==> src/rtl/fab_array_mult.sv <==
// fab_array_mult: sequential unsigned multiplier that reuses a single row of
// full-adder cells once per clock. W carry-save row passes accumulate the
// partial products. A final merge pass resolves the remaining sum/carry
// vectors into the upper half of the product.

// One full-adder cell: adds the partial-product bit x&y to the sum and carry
// coming in from the previous row pass.
module fab_cell (
  input  logic i_x,
  input  logic i_y,
  input  logic i_sin,
  input  logic i_cin,
  output logic o_sout,
  output logic o_cout
);

  logic w_pp;

  assign w_pp   = i_x & i_y;
  assign o_sout = w_pp ^ i_sin ^ i_cin;
  assign o_cout = (w_pp & i_sin) | (w_pp & i_cin) | (i_sin & i_cin);

endmodule

module fab_array_mult #(
  parameter int W = 4
) (
  input  logic             clk,
  input  logic             rst_n,
  input  logic             start,
  input  logic [W-1:0]     a,
  input  logic [W-1:0]     b,
  output logic             busy,
  output logic             done,
  output logic [2*W-1:0]   product
);

  localparam int IW = (W > 1) ? $clog2(W) : 1;

  typedef enum logic [1:0] {
    ST_IDLE,
    ST_ROW,
    ST_MERGE
  } state_t;

  state_t            r_state;
  state_t            w_next_state;

  logic [W-1:0]      r_a;
  logic [W-1:0]      r_b;
  // The sum bit of cell 0 is retired straight into PL every pass, so only
  // sum bits 1..W-1 need to be carried into the next row.
  logic [W-1:1]      r_s;
  logic [W-1:0]      r_c;
  logic [W-1:0]      r_pl;
  logic [IW-1:0]     r_row;
  logic              r_done;
  logic [2*W-1:0]    r_product;

  logic [W-1:0]      w_sin;
  logic [W-1:0]      w_sout;
  logic [W-1:0]      w_cout;
  logic              w_bit_b;
  logic              w_last_row;
  logic              w_accept;
  logic [W-1:0]      w_high;

  // The multiplier bit for the current row drives the y input of every cell.
  assign w_bit_b    = r_b[r_row];
  assign w_last_row = (r_row == IW'(W - 1));

  // A new request is taken in IDLE, and also on the merge edge so that
  // back-to-back operations run without a gap cycle.
  assign w_accept   = start && ((r_state == ST_IDLE) || (r_state == ST_MERGE));

  // Upper half: remaining sum bits (shifted by one position of weight) plus
  // the pending carries. Both vectors already sit at weight 2^W and above.
  assign w_high     = {1'b0, r_s} + r_c;

  // Cell row: cell j sees A[j], B[i], the sum from cell j+1 of the previous
  // pass (one weight lower after the row shift) and its own previous carry.
  genvar gj;
  generate
    for (gj = 0; gj < W; gj++) begin : g_cell
      if (gj == W - 1) begin : g_top
        assign w_sin[gj] = 1'b0;
      end else begin : g_inner
        assign w_sin[gj] = r_s[gj+1];
      end

      fab_cell u_cell (
        .i_x    (r_a[gj]),
        .i_y    (w_bit_b),
        .i_sin  (w_sin[gj]),
        .i_cin  (r_c[gj]),
        .o_sout (w_sout[gj]),
        .o_cout (w_cout[gj])
      );
    end
  endgenerate

  // State register.
  always_ff @(posedge clk or negedge rst_n) begin
    if (!rst_n) begin
      r_state <= ST_IDLE;
    end else begin
      r_state <= w_next_state;
    end
  end

  // Next-state logic: W row passes followed by a single merge pass.
  always_comb begin
    w_next_state = r_state;
    case (r_state)
      ST_IDLE: begin
        if (start) begin
          w_next_state = ST_ROW;
        end
      end
      ST_ROW: begin
        if (w_last_row) begin
          w_next_state = ST_MERGE;
        end
      end
      ST_MERGE: begin
        if (start) begin
          w_next_state = ST_ROW;
        end else begin
          w_next_state = ST_IDLE;
        end
      end
      default: begin
        w_next_state = ST_IDLE;
      end
    endcase
  end

  // Datapath: operand latch, carry-save accumulation and result register.
  always_ff @(posedge clk or negedge rst_n) begin
    if (!rst_n) begin
      r_a       <= '0;
      r_b       <= '0;
      r_s       <= '0;
      r_c       <= '0;
      r_pl      <= '0;
      r_row     <= '0;
      r_done    <= 1'b0;
      r_product <= '0;
    end else begin
      r_done <= (r_state == ST_MERGE);

      if (r_state == ST_MERGE) begin
        r_product <= {w_high, r_pl};
      end

      if (w_accept) begin
        r_a   <= a;
        r_b   <= b;
        r_s   <= '0;
        r_c   <= '0;
        r_pl  <= '0;
        r_row <= '0;
      end else if (r_state == ST_ROW) begin
        r_s         <= w_sout[W-1:1];
        r_c         <= w_cout;
        r_pl[r_row] <= w_sout[0];
        if (w_last_row) begin
          r_row <= '0;
        end else begin
          r_row <= r_row + 1'b1;
        end
      end
    end
  end

  assign busy    = (r_state != ST_IDLE);
  assign done    = r_done;
  assign product = r_product;

endmodule

==> config.mk <==
export PLATFORM = sky130hd
export DESIGN_NAME = fab_array_mult
export DESIGN_NICKNAME = d
export VERILOG_FILES = /design/src/rtl/fab_array_mult.sv
export SDC_FILE = /design/constraint.sdc
export NUM_CORES = 1
export LEC_CHECK = 0
export CORE_MARGIN = 5
export CORE_UTILIZATION = 54
export DETAILED_ROUTE_END_ITERATION = 12
export PLACE_DENSITY = 0.79
export SLEW_MARGIN = 20
export SYNTH_ARGS = -nofsm -noshare
export SYNTH_HDL_FRONTEND = slang
export SYNTH_SLANG_ARGS = --single-unit
==> constraint.sdc <==
create_clock -name clk -period 4.1 [get_ports clk]
set_input_delay 0.41 -clock clk [delete_from_list [all_inputs] [get_ports clk]]
set_output_delay 0.41 -clock clk [all_outputs]
set_load 0.02 [all_outputs]
==> qor.yml <==
placement:
  place_ws_ns: 1.894
  placedCellCount: 172
  post-dp-hpwl_um: 2029
  port_buffers: 20
  gp_congestion: 0.7835
setup_path:
  path_depth: 5
  reg2reg_slack_ns: 1.88
  worstPathRequired_ns: 4.36
  crit_path_end_kind: "register"
  cp-startpoint: "r_row[0]"
  cpLargestDelayFamily: "multiplexers"
  critical_path_arrival_ns: 2.48
  r2r-start: "r_row[0]"
  critPathBufInv: 0
  regToRegEndpoint: "r_pl[3]"
  crit_path_top_delay_cell: "mux4_2"
  critical_path.cell_chain: "mux4_2 -> nand2_1 -> fa_1 -> or3_1 -> a21oi_1"
  cp-endpoint: "r_pl[3]"
  worstPathMaxFanout: 5
  worstSetupStartpointType: "register"
  critPathMaxStageDelay_ns: 0.57
  rr_worst_depth: 5
  path_class: "register to register"
finish:
  final.fill_count: 233
  diodes: 0
  layout.cells.non_filler: 180
  area_growth_pct: 19.81
  nNetsFinal: 171
  drive_gt1_share_pct: 11.41
  multiInputGateArea_um2: 674.4
  regArea_um2: 800.8
timing:
  timing.setup.tns_ns: 0
  setup_viol: 0
  worst_pin_slew_ns: 0.6964
  drv_slew: 0
  post-route-period-util_pct: 54.06
  max_freq_mhz: 451.2
  fin_skew_ns: 0.01424
  layout_setup_ws_ns: 1.884
  fin_crit_ns: 2.216
  rsz0062_at_grt: "false"
  relSlewSlack_pct: 53.48
  hold_viol: 0
global_routing:
  grt_pass1_wl_um: 4643
  grt_pass1_vias: 1049
  overflow: 0
  antenna_found_initial: 0
  track_usage_pct: 14.87
  grt_max_degree: 33
routing:
  dr.pass1.iters: 4
  finalWirelength_um: 2633
  drtAntennaViolNets: 0
  vias: 1003
  avgRoutedWirePerCell_um: 14.63
  via_per_inst: 5.572
  first_iter_violations: 48
  drc: 0
clocking:
  clk_path_buf_depth: 2
  cts_made_buffers: 5
  root_buffer: "clkbuf_4"
  holdBufCountCts: 0
  insertion_delay_ns: 0.35
  clock_sinks: 32
  cts_resized: 0
  htree_levels: 2
  clkTransAtPathRegs_ns: 0.11
  postCtsSetupRepairBufs: 0
  cts_tree: "built"
synth:
  yosys.cell_types.count: 31
  yosys_warnings: 0
  synth_top_area_share_pct: 51.53
  synth_adder_area_share_pct: 11.59
  synth-simple-area-share_pct: 10.23
  yosys.area_share.xor_xnor_pct: 0.5636
  yosys-top-cells-count: "32 x dfrtp_1, 14 x inv_1, 10 x mux2_1"
  syn-num-nets: 146
  synthFlopType: "dfrtp_1"
  synth_top_family_by_area: "adder cells"
  syn_area_um2: 1554
  netlist_instances: 123
  synth_area_leaders: "dfrtp_1 52%, mux2_1 7.2%, ha_1 6.4%"
  ys_seq_area_share_pct: 51.53
  yosys.area.top_type: "dfrtp_1"
  synth.most_common_cell: "dfrtp_1"
  synth-compound-area-share_pct: 9.420
  synth.area.mux_share_pct: 11.59
  syn_area_per_cell_um2: 12.63
  synthArstFlopShare_pct: 100.0
  ys_seq_elements: 32
  synth_edf_count: 0
power:
  p_total_uw: 1320
  powerDensity_nw_per_um2: 708.9
  leakagePower_uw: 0.0008431
  vdd_ir_drop_max_v: 0.0004934
floorplanning:
  die_w_um: 63.65
  die_h_um: 63.65
  die_area_um2: 4051
  core-area_um2: 2758
  ios: 21
  rows: 19
  initial_core_util_pct: 56.35
run:
  drv_cap: 0
worst_hold_path:
  timing.hold.worst.class: "input port to asynchronous set/reset pin"
run_status:
  status: "completed"
[report_power, final]
part,switching [µW],internal (µW)
clock,112,127
sequential,85.7,437
combinational,287,271
[logic make-up (layout without fill, tap and decap cells)]
logic type | after synthesis | count (layout)
adders and majority gates | 12 | 12
and+or+nand+nor | 24 | 24
AOI/OAI and AO/OA | 22 | 22
buffers and inverters | 18 | 44
DFF | 32 | 32
muxes | 14 | 14
xor gates and xnor gates | 1 | 1
[sequential cells by signal (all words and copies together) (netlist names)]
register and cells:
done 1, product 8, r_a 4, r_b 4, r_c 4, r_pl 4, r_row 2, r_s 3
r_state 2
[worst min path at each step]
stage / from / to / slack, ns / cells past startpoint
after floorplan: rst_n / done / 0.11 / 0
after global placement: r_b[2] / r_b[2] / 0.46 / 1
after detailed placement: r_b[2] / r_b[2] / 0.47 / 1
after CTS: rst_n / r_c[3] / 0.47 / 2
after global routing: rst_n / r_c[3] / 0.50 / 2
final: rst_n / r_c[3] / 0.46 / 2
[layout by cell type, fill, tap and decap left out, types with 2 or more instances in the layout]
cell,netlist,final
nand3_1,2,2
dfrtp_1,32,32
clkdlybuf4s50_1,0,20
or3_1,4,4
ha_1,8,8
mux2_1,10,10
inv_1,14,14
o21ai_1,6,6
a22o_1,3,3
fa_1,4,4
o2bb2ai_1,5,5
clkbuf_4,0,5
a21oi_1,6,6
mux2_4,3,3
buf_4,0,2
nand2_1,6,6
[through the flow]
step	utilization (%)	instance area (µm²)	hold WS, ns
2_1_floorplan	-	1554	0.1144
3_3_place_gp	64.61	1782	0.4641
3_5_place_dp	64.61	1782	0.4708
4_1_cts	67.51	1862	0.4720
5_1_grt	67.51	1862	0.5025
6_report	67.51	1862	0.4568
[layout make-up]
| class | instances | area share [%] |
|---|---|---|
| clock buffer | 5 | 2.016 |
| multi-input combinational | 73 | 36.22 |
| timing repair buffer | 22 | 11.56 |
| tap | 31 | 2.083 |
| clock inverter | 3 | 2.285 |
| inverter | 14 | 2.823 |
| sequential | 32 | 43.01 |
[routing by layer]
| metal | vias to the layer above | track usage [%] | part of all wire [%] |
|---|---|---|---|
| li1 | 477 | - | - |
| met1 | 486 | 17.17 | 41 |
| met2 | 35 | 24.11 | 49 |
| met3 | 5 | 4.618 | 7.8 |
| met4 | 0 | 8.571 | 2.1 |
| met5 | - | 0 | 0 |
(Power assumes the default switching activity.)
